File: src/rtl/sprite_pkg.sv
// sprite_pkg: shared geometry constants, request record and range check for the sprite ROM path.
package sprite_pkg;

  // Sprite sheet geometry: 16 headings of 75x75 px laid out as an 8x2 sheet.
  localparam int unsigned SPRITE_W  = 75;
  localparam int unsigned SHEET_W   = 600;
  localparam int unsigned NUM_DIRS  = 16;
  localparam int unsigned ROM_DEPTH = 90000;
  localparam int unsigned ROM_AW    = 17;

  // Request field widths.
  localparam int unsigned DEG_W   = 9;
  localparam int unsigned COORD_W = 7;

  // Largest legal heading and local coordinate.
  localparam logic [DEG_W-1:0]   DEG_MAX   = 9'd359;
  localparam logic [COORD_W-1:0] COORD_MAX = 7'd74;

  // Pixel defaults (RGB444, black is the transparent key).
  localparam int unsigned    DEF_DATA_W      = 12;
  localparam logic [11:0]    DEF_TRANSPARENT = 12'h000;

  typedef struct packed {
    logic [DEG_W-1:0]   degree;
    logic [COORD_W-1:0] x;
    logic [COORD_W-1:0] y;
  } sprite_req_t;

  // True when the request addresses a real pixel inside the sheet.
  function automatic logic req_in_range(input sprite_req_t r);
    return (r.degree <= DEG_MAX) && (r.x <= COORD_MAX) && (r.y <= COORD_MAX);
  endfunction

endpackage

File: src/rtl/rr_arbiter.sv
// rr_arbiter: combinational round-robin pick starting at ptr; returns one-hot grant and the
// pointer value that follows the winner.
module rr_arbiter #(
  parameter int unsigned NUM_REQ = 2,
  parameter int unsigned IdW     = 1
) (
  input  logic [NUM_REQ-1:0] req,
  input  logic [IdW-1:0]     ptr,
  output logic [NUM_REQ-1:0] grant,
  output logic [IdW-1:0]     next_ptr
);

  // Walk the requesters in circular order from ptr and take the first active one.
  always_comb begin
    int unsigned idx;
    logic        found;
    grant    = '0;
    next_ptr = ptr;
    found    = 1'b0;
    idx      = 0;
    for (int unsigned k = 0; k < NUM_REQ; k++) begin
      idx = (32'(ptr) + k) % NUM_REQ;
      if (!found && req[idx]) begin
        found      = 1'b1;
        grant[idx] = 1'b1;
        next_ptr   = IdW'((idx + 1) % NUM_REQ);
      end
    end
  end

endmodule

File: src/rtl/sprite_fetch_arbiter.sv
// sprite_fetch_arbiter: shares the rotated-sprite ROM between NUM_REQ pixel requesters.
// One round-robin grant per cycle feeds the registered address-calc inputs, the ROM read is
// issued the next cycle and the pixel returns ROM_LATENCY+2 cycles after the accept.
// Optional build macro SPRITE_ARB_STATS_EN adds per-requester grant and stall counters.
module sprite_fetch_arbiter
  import sprite_pkg::*;
#(
  parameter int unsigned        NUM_REQ     = 2,
  parameter int unsigned        ROM_LATENCY = 1,
  parameter int unsigned        DATA_W      = DEF_DATA_W,
  parameter logic [DATA_W-1:0]  TRANSPARENT = DATA_W'(DEF_TRANSPARENT)
) (
  input  logic                       clk,
  input  logic                       rst,
  input  logic                       frame_start,
  input  logic [NUM_REQ-1:0]         req_valid,
  output logic [NUM_REQ-1:0]         req_ready,
  input  logic [NUM_REQ*DEG_W-1:0]   req_degree,
  input  logic [NUM_REQ*COORD_W-1:0] req_x,
  input  logic [NUM_REQ*COORD_W-1:0] req_y,
  output logic [NUM_REQ-1:0]         rsp_valid,
  output logic [DATA_W-1:0]          rsp_data,
  output logic [DEG_W-1:0]           calc_degree,
  output logic [COORD_W-1:0]         calc_x,
  output logic [COORD_W-1:0]         calc_y,
  input  logic [ROM_AW-1:0]          calc_addr,
  output logic                       rom_en_o,
  output logic [ROM_AW-1:0]          rom_addr_o,
  input  logic [DATA_W-1:0]          rom_data_i
`ifdef SPRITE_ARB_STATS_EN
  ,
  output logic [NUM_REQ*16-1:0]      stat_grants,
  output logic [NUM_REQ*16-1:0]      stat_stalls
`endif
);

  localparam int unsigned IdW      = (NUM_REQ > 1) ? $clog2(NUM_REQ) : 1;
  localparam int unsigned TagDepth = ROM_LATENCY + 1;

  // One entry per read in flight; the last stage lines up with valid ROM data.
  typedef struct packed {
    logic           vld;
    logic [IdW-1:0] id;
    logic           oor;
  } tag_t;

  logic [IdW-1:0]     ptr_q;
  logic [IdW-1:0]     arb_next_ptr;
  logic [NUM_REQ-1:0] arb_grant;
  logic               accept;
  logic [IdW-1:0]     acc_id;
  sprite_req_t        acc_req;
  logic               acc_oor;
  tag_t               tag_q [TagDepth];

  rr_arbiter #(
    .NUM_REQ (NUM_REQ),
    .IdW     (IdW)
  ) u_rr_arbiter (
    .req      (req_valid),
    .ptr      (ptr_q),
    .grant    (arb_grant),
    .next_ptr (arb_next_ptr)
  );

  // Grants are suppressed while reset is held so nothing is accepted into a clearing pipe.
  assign req_ready = rst ? '0 : arb_grant;
  assign accept    = |req_ready;

  // Select the winning requester's id and fields.
  always_comb begin
    acc_id  = '0;
    acc_req = '0;
    for (int unsigned i = 0; i < NUM_REQ; i++) begin
      if (req_ready[i]) begin
        acc_id         = IdW'(i);
        acc_req.degree = req_degree[i*DEG_W +: DEG_W];
        acc_req.x      = req_x[i*COORD_W +: COORD_W];
        acc_req.y      = req_y[i*COORD_W +: COORD_W];
      end
    end
  end

  assign acc_oor = !req_in_range(acc_req);

  // The calc result is passed through untouched; the bus idles at zero between reads.
  assign rom_addr_o = rom_en_o ? calc_addr : '0;

  // Round-robin pointer; frame_start wins over the advance from a same-cycle grant.
  always_ff @(posedge clk) begin
    if (rst) begin
      ptr_q <= '0;
    end else if (frame_start) begin
      ptr_q <= '0;
    end else if (accept) begin
      ptr_q <= arb_next_ptr;
    end
  end

  // Address-calc operand registers and ROM read enable for the accepted request.
  always_ff @(posedge clk) begin
    if (rst) begin
      calc_degree <= '0;
      calc_x      <= '0;
      calc_y      <= '0;
      rom_en_o    <= 1'b0;
    end else begin
      if (accept) begin
        calc_degree <= acc_req.degree;
        calc_x      <= acc_req.x;
        calc_y      <= acc_req.y;
      end
      rom_en_o <= accept && !acc_oor;
    end
  end

  // Tag shift register tracking owner and range status alongside the ROM read.
  always_ff @(posedge clk) begin
    if (rst) begin
      for (int unsigned s = 0; s < TagDepth; s++) begin
        tag_q[s] <= '0;
      end
    end else begin
      tag_q[0] <= '{vld: accept, id: acc_id, oor: acc_oor};
      for (int unsigned s = 1; s < TagDepth; s++) begin
        tag_q[s] <= tag_q[s-1];
      end
    end
  end

  // Registered response: route the pixel to its owner, substituting the transparent key.
  always_ff @(posedge clk) begin
    if (rst) begin
      rsp_valid <= '0;
      rsp_data  <= '0;
    end else begin
      for (int unsigned i = 0; i < NUM_REQ; i++) begin
        rsp_valid[i] <= tag_q[TagDepth-1].vld && (tag_q[TagDepth-1].id == IdW'(i));
      end
      if (tag_q[TagDepth-1].vld) begin
        rsp_data <= tag_q[TagDepth-1].oor ? TRANSPARENT : rom_data_i;
      end
    end
  end

`ifdef SPRITE_ARB_STATS_EN
  // Saturating per-requester accept and stall counters, cleared every frame.
  always_ff @(posedge clk) begin
    if (rst || frame_start) begin
      stat_grants <= '0;
      stat_stalls <= '0;
    end else begin
      for (int unsigned i = 0; i < NUM_REQ; i++) begin
        if (req_ready[i] && (stat_grants[i*16 +: 16] != 16'hFFFF)) begin
          stat_grants[i*16 +: 16] <= stat_grants[i*16 +: 16] + 16'd1;
        end
        if (req_valid[i] && !req_ready[i] && (stat_stalls[i*16 +: 16] != 16'hFFFF)) begin
          stat_stalls[i*16 +: 16] <= stat_stalls[i*16 +: 16] + 16'd1;
        end
      end
    end
  end
`endif

endmodule

File: config.mk
export PLATFORM = sky130hd
export DESIGN_NAME = sprite_fetch_arbiter
export DESIGN_NICKNAME = d
export VERILOG_FILES = /design/src/rtl/sprite_pkg.sv /design/src/rtl/rr_arbiter.sv /design/src/rtl/sprite_fetch_arbiter.sv
export SDC_FILE = /design/constraint.sdc
export NUM_CORES = 1
export LEC_CHECK = 0
export CAP_MARGIN = 20
export CELL_PAD_IN_SITES_DETAIL_PLACEMENT = 0
export CELL_PAD_IN_SITES_GLOBAL_PLACEMENT = 1
export CORE_AREA = 2 2 111 91
export CTS_BUF_LIST = sky130_fd_sc_hd__clkbuf_8
export DETAILED_ROUTE_END_ITERATION = 8
export DIE_AREA = 0 0 113 93
export HOLD_SLACK_MARGIN = 0.12
export PLACE_DENSITY_LB_ADDON = 0.1
export SYNTH_ARGS = -nofsm -noshare
export SYNTH_HDL_FRONTEND = slang
export SYNTH_SLANG_ARGS = --single-unit
File: constraint.sdc
create_clock -name clk -period 1.7 [get_ports clk]
set_input_delay 0.425 -clock clk [delete_from_list [all_inputs] [get_ports clk]]
set_output_delay 0.425 -clock clk [all_outputs]
set_load 0.1 [all_outputs]
Yosys cells after proc, flatten, opt, wreduce, memory -nomap -nowiden

Memory sizes are Yosys's and may differ from the RTL's.
Cells that the tools add are included.

Order comparisons: 7
Reduce and logical (&&, ||, !) cells: 14
Mux-type cells: 24
Shifts and indexed selects: 0
Equality and inequality tests: 0
$add $sub $neg: 2
Multipliers: 0
Div/mod/pow operators: 0
Bitwise gates (word level): 4

Operator list:

| kind                | count |
|---|---|
| $mux 23             | 2 |
| $mux 17             | 1 |
| $le 7x7->1 const B  | 2 |
| $mux 1              | 13 |
| $mux 12             | 1 |
| $le 9x9->1 const B  | 1 |
| $logic_and 1x1->1   | 8 |
| $mux 2              | 3 |
| $mux 3              | 2 |
| $lt 1x2->1 const B  | 2 |
| $reduce_or 2->1     | 2 |
| $add 1x1->1 const B | 2 |
| $demux 1 s1         | 2 |
| $ge 1x1->1 const B  | 2 |
| $logic_not 1->1     | 2 |
| $or 1x1->1          | 2 |
| $or 2x2->2          | 1 |
| $reduce_and 2->1    | 1 |
| $reduce_bool 2->1   | 1 |
| $not 1->1           | 1 |

Latch bits: 0
Output and inout bits: 57
ROM bits: 0
Input port bits: 80
Flip-flop bits (word level): 39
Memory bits (writable): 6
Word-level logic and storage cells: 59
Memories kept: 1

Memories:

| name  | words | width | rd ports | clocked after memory_dff | wr ports | line                       | text |
|---|---|---|---|---|---|---|---|
| tag_q | 2     | 3     | 2        | 0                        | 2        | sprite_fetch_arbiter.sv:54 | `tag_t tag_q [TagDepth];` |

Logic depth before layout (Yosys ltp)

Depth after elaboration: 15
Gate-level depth with buffers: 7
Mapped depth without buffers: 6

By module

A second synthesis with hierarchy kept.

Cells, all modules: 253
Area, all modules: 2142.1 um2

Modules (own cells, without submodules):

| module               | area each (um2) | times used | cells an instance | seq. area each (um2) |
|---|---|---|---|---|
| sprite_fetch_arbiter | 2114.5          | 1          | 248               | 900.9 |
| rr_arbiter           | 27.5            | 1          | 5                 | 0.0 |

Least setup slack after synthesis

Ideal clock, no wire load.

Kind: input to output
Start point: in req_valid[1]
End point: out req_ready[0]
Data arrival time: 2.505 ns
Setup slack: -1.230 ns
Cell stages on the path: 5
Required time: 1.275 ns
Cell sequence: buf_6 -> a21boi_2 -> buf_2 -> buf_4 -> nor2b_1

Cells in the longest elaborated chain, start to end: 7
Elaborated cells on any way between the ends: 11
Those cells by class: mux: 8; bitwise: 1; reduce/logical: 2

RTL lines:

| element                                   | line                       | text |
|---|---|---|
| start: declaration                        | sprite_fetch_arbiter.sv:16 | `input logic [NUM_REQ-1:0] req_valid,` |
| $mux 1 (implied by the code) (2 in a row) | rr_arbiter.sv:23           | `if (!found && req[idx]) begin` |
| $mux 1                                    | rr_arbiter.sv:23           |  |
| $logic_not 1->1                           | rr_arbiter.sv:23           |  |
| $logic_and 1x1->1                         | rr_arbiter.sv:23           |  |
| $mux 2 (*)                                | rr_arbiter.sv:23           |  |
| $mux 2 (*)                                | sprite_fetch_arbiter.sv:67 | `assign req_ready = rst ? '0 : arb_grant;` |
| end: declaration                          | sprite_fetch_arbiter.sv:17 | `output logic [NUM_REQ-1:0] req_ready,` |

Every way passes the cells marked *; elsewhere a longest branch is shown, timed or not. The select of a mux whose other input is x is not followed.

Worst setup path in the final report

Same ends and word-level chain as after synthesis.

==> impl_metrics.yaml <==
run_status:
  status: "complete, but fails checks"
  violations: "DRC"
worst_setup_path:
  crit_type: "in2out"
  worst_path_dominant_cell_family: "buffers and inverters"
  cpMostUsedCell: "buf_6"
  worstPathRequired_ps: 1270
  slowest_stage: "buf_12"
  reg2reg_slack_ps: 60
  max_stage_delay_ps: 180
  cp-end-kind: "output port"
  path_cells: "buf_2 > buf_6 > a21boi_4 > buf_6 > nor2b_4 > buf_12"
  reg2reg_depth: 7
  cp-startpoint: "req_valid[1]"
  path_max_fanout: 2
  timing.rr.end: "rom_en_o"
  crit_arrival_ps: 1270
  crit_buf_inv: 4
  reg2reg_from: "ptr_q"
  startpoint_type: "primary input"
clock_tree:
  path_clk_slew_ps: 100
  cts_tree: "done"
  clock_sinks: 45
  clk_latency_ps: 300
  htreeDepth: 2
  clockBufferDepth: 2
  cts_root_buf: "clkbuf_8"
  cts_buffers: 5
  cts_hold_buf: 0
floorplanning:
  core_region_area_um2: 9450
  rows: 32
  die-area_um2: 10500
  initial_core_util_pct: 22.5
  io_pins: 137
  die_w_um: 113
  dieHeight_um: 93
synth:
  synth_compound_area_share_pct: 19.3
  ys_seq_elements: 45
  synthCells: 238
  synthMuxAreaShare_pct: 9.49
  synthAdderAreaFrac_pct: 0
  synth_top_family_by_area: "simple AND/OR/NAND/NOR gates"
  synth.distinct_cells: 37
  yosys_warnings: 0
  synth_area_per_cell_um2: 8.92
  synth_nets: 318
  synth_xor_area_share_pct: 0
  yosysSeqAreaShare_pct: 42.4
  syn_area_um2: 2120
  yosys.area_share.simple_pct: 23.2
placement:
  placed_cell_area_um2: 4400
  portBuffers: 136
  routabilityCongestion: 0.763
  dp_hpwl_mm: 5.94
timing:
  relSlewSlack_pct: 48.8
  rsz0062_at_grt: "yes"
  tightest_slew_ps: 766
  skew_ps: 22.8
  hold_slack_ps: 399
  min_period_ps: 1700
  timing.fmax_mhz: 589
  fin_crit_sh_pct: 99.8
  hold_viol: 0
  maxSlewViolCount: 0
  final-setup-viol-count: 0
power:
  peakVddDrop_mv: 0.316
  cellLeakagePower_nw: 1.85
  total_power_w: 0.00349
  powerDensity_nw_per_um2: 763
drt:
  route.detailed.drc: 8
  avgViaCountPerCell: 4.45
  vias: 2313
  drt-pass1-iter-count: 6
  post_drt_wl_per_cell_um: 14.4
  wl_mm: 7.51
  ant_nets: 0
  drt_iter0_markers: 158
hold_path:
  holdPathEnd: "rsp_valid[0]"
  hold_class: "reg2reg"
  hold_start: "tag_q[0][4]"
  whs_path_depth: 1
final_layout:
  final_cell_area_um2: 4570
  layout_commonest_cell: "clkdlybuf4s50_1"
  antennaDiodeCount: 0
  syn_to_final_growth_pct: 115
  final_cell_mix: "clkdlybuf4s50_1 (76), buf_12 (58), dfxtp_1 (43), nor2_1 (38), buf_4 (35)"
  nNetsFinal: 480
  drive_above_1_share_pct: 34.9
global_route:
  grt_pass1_wl_mm: 12.1
  track_usage_pct: 14.2
  grt-ovfl-total: 0
  grt_pass1_vias: 2349
  antenna_found_initial: 0
  grt_max_degree: 34
job:
  cap_violations: 0
cells by family after synthesis:
| family | Yosys count |
|---|---|
| AND/OR/NAND/NOR | 93 |
| flip-flops | 45 |
| buffers and inverters | 23 |
| AO/OA/AOI/OAI | 58 |
| multiplexers | 19 |
cell usage after synthesis (all sizes together):
master / n / area [um2]
nor2: 38 / 143
and4: 1 / 8.76
o21ai: 6 / 30.0
and3b: 1 / 8.76
a2111oi: 1 / 8.76
a32oi: 9 / 78.8
a21oi: 15 / 75.1
mux2i: 16 / 160
a311oi: 4 / 35.0
nand2: 5 / 35.0
nand3: 3 / 15.0
o211ai: 3 / 22.5
and2: 17 / 106
nor2b: 18 / 115
o31ai: 2 / 20.0
inv: 3 / 13.8
nor3b: 1 / 7.51
nand3b: 1 / 7.51
nand2b: 3 / 18.8
clkbuf: 11 / 41.3
mux2: 3 / 41.3
nor3: 4 / 20.0
a211oi: 16 / 120
buf: 9 / 63.8
dfxtp: 45 / 901
a21boi: 1 / 11.3
or2: 1 / 6.26
a221oi: 1 / 8.76
sequential cells by signal, summed over array words and instances, names as in the netlist:
register / flops
tag_q: 6
rom_en_o: 1
calc_y: 7
ptr_q: 1
rsp_data: 12
calc_degree: 9
calc_x: 7
rsp_valid: 2
power breakdown:
group          total [W]  switching, W  internal, W  leakage, nW
Clock           0.000689      0.000392     0.000297       0.0447
Combinational    0.00160      0.000920     0.000678         1.44
Sequential       0.00120     0.0000742      0.00113        0.372
Total            0.00349       0.00139      0.00210         1.85
routing by layer:
layer  routed length (um)  vias up  GRT usage, %  share of wire [%]
li1                     -     1166             -                  -
met1                 3420     1080          19.5                 46
met2                 3650       65          23.0                 49
met3                  397        2          3.11                5.3
met4                   38        0          3.15               0.51
met5                    0        -             0                  0
through the flow:
| stage | setup TNS (ps) | setup WS, ps | std cells | utilization [%] |
|---|---|---|---|---|
| 3_3_place_gp | -7980 | -499 | 507 | 46.6 |
| 5_1_grt | -70.1 | -40.9 | 520 | 48.4 |
| 4_1_cts | -14.8 | -14.8 | 520 | 48.1 |
| 6_report | 0 | 3.23 | 520 | 48.4 |
| 3_5_place_dp | -8680 | -533 | 507 | 46.6 |
| 2_1_floorplan | -306 | -243 | 238 | - |
area by class of cell:
cell class / instances / area [um2]
Timing Repair Buffer: 175 / 2230
Multi-Input combinational cell: 170 / 1170
Clock buffer: 5 / 68.8
Sequential cell: 45 / 908
Inverter: 3 / 18.8
Tap cell: 119 / 149
Clock inverter: 3 / 25.0
Fill cell: 871 / 4880
how the worst max path moves through the flow:
stage | to | cells past startpoint
2_1_floorplan | req_ready[0] | 5
3_3_place_gp | rom_en_o | 7
3_5_place_dp | rom_en_o | 7
4_1_cts | req_ready[0] | 4
5_1_grt | req_ready[0] | 4
6_report | req_ready[0] | 6
timing repair:
action,in CTS,in global routing
setup endpoints to repair,11,4
buffers inserted,6,0
pin swaps,1,1
gates resized for setup,15,5
gates cloned,0,0
Power figures use the tool's default switching activity.
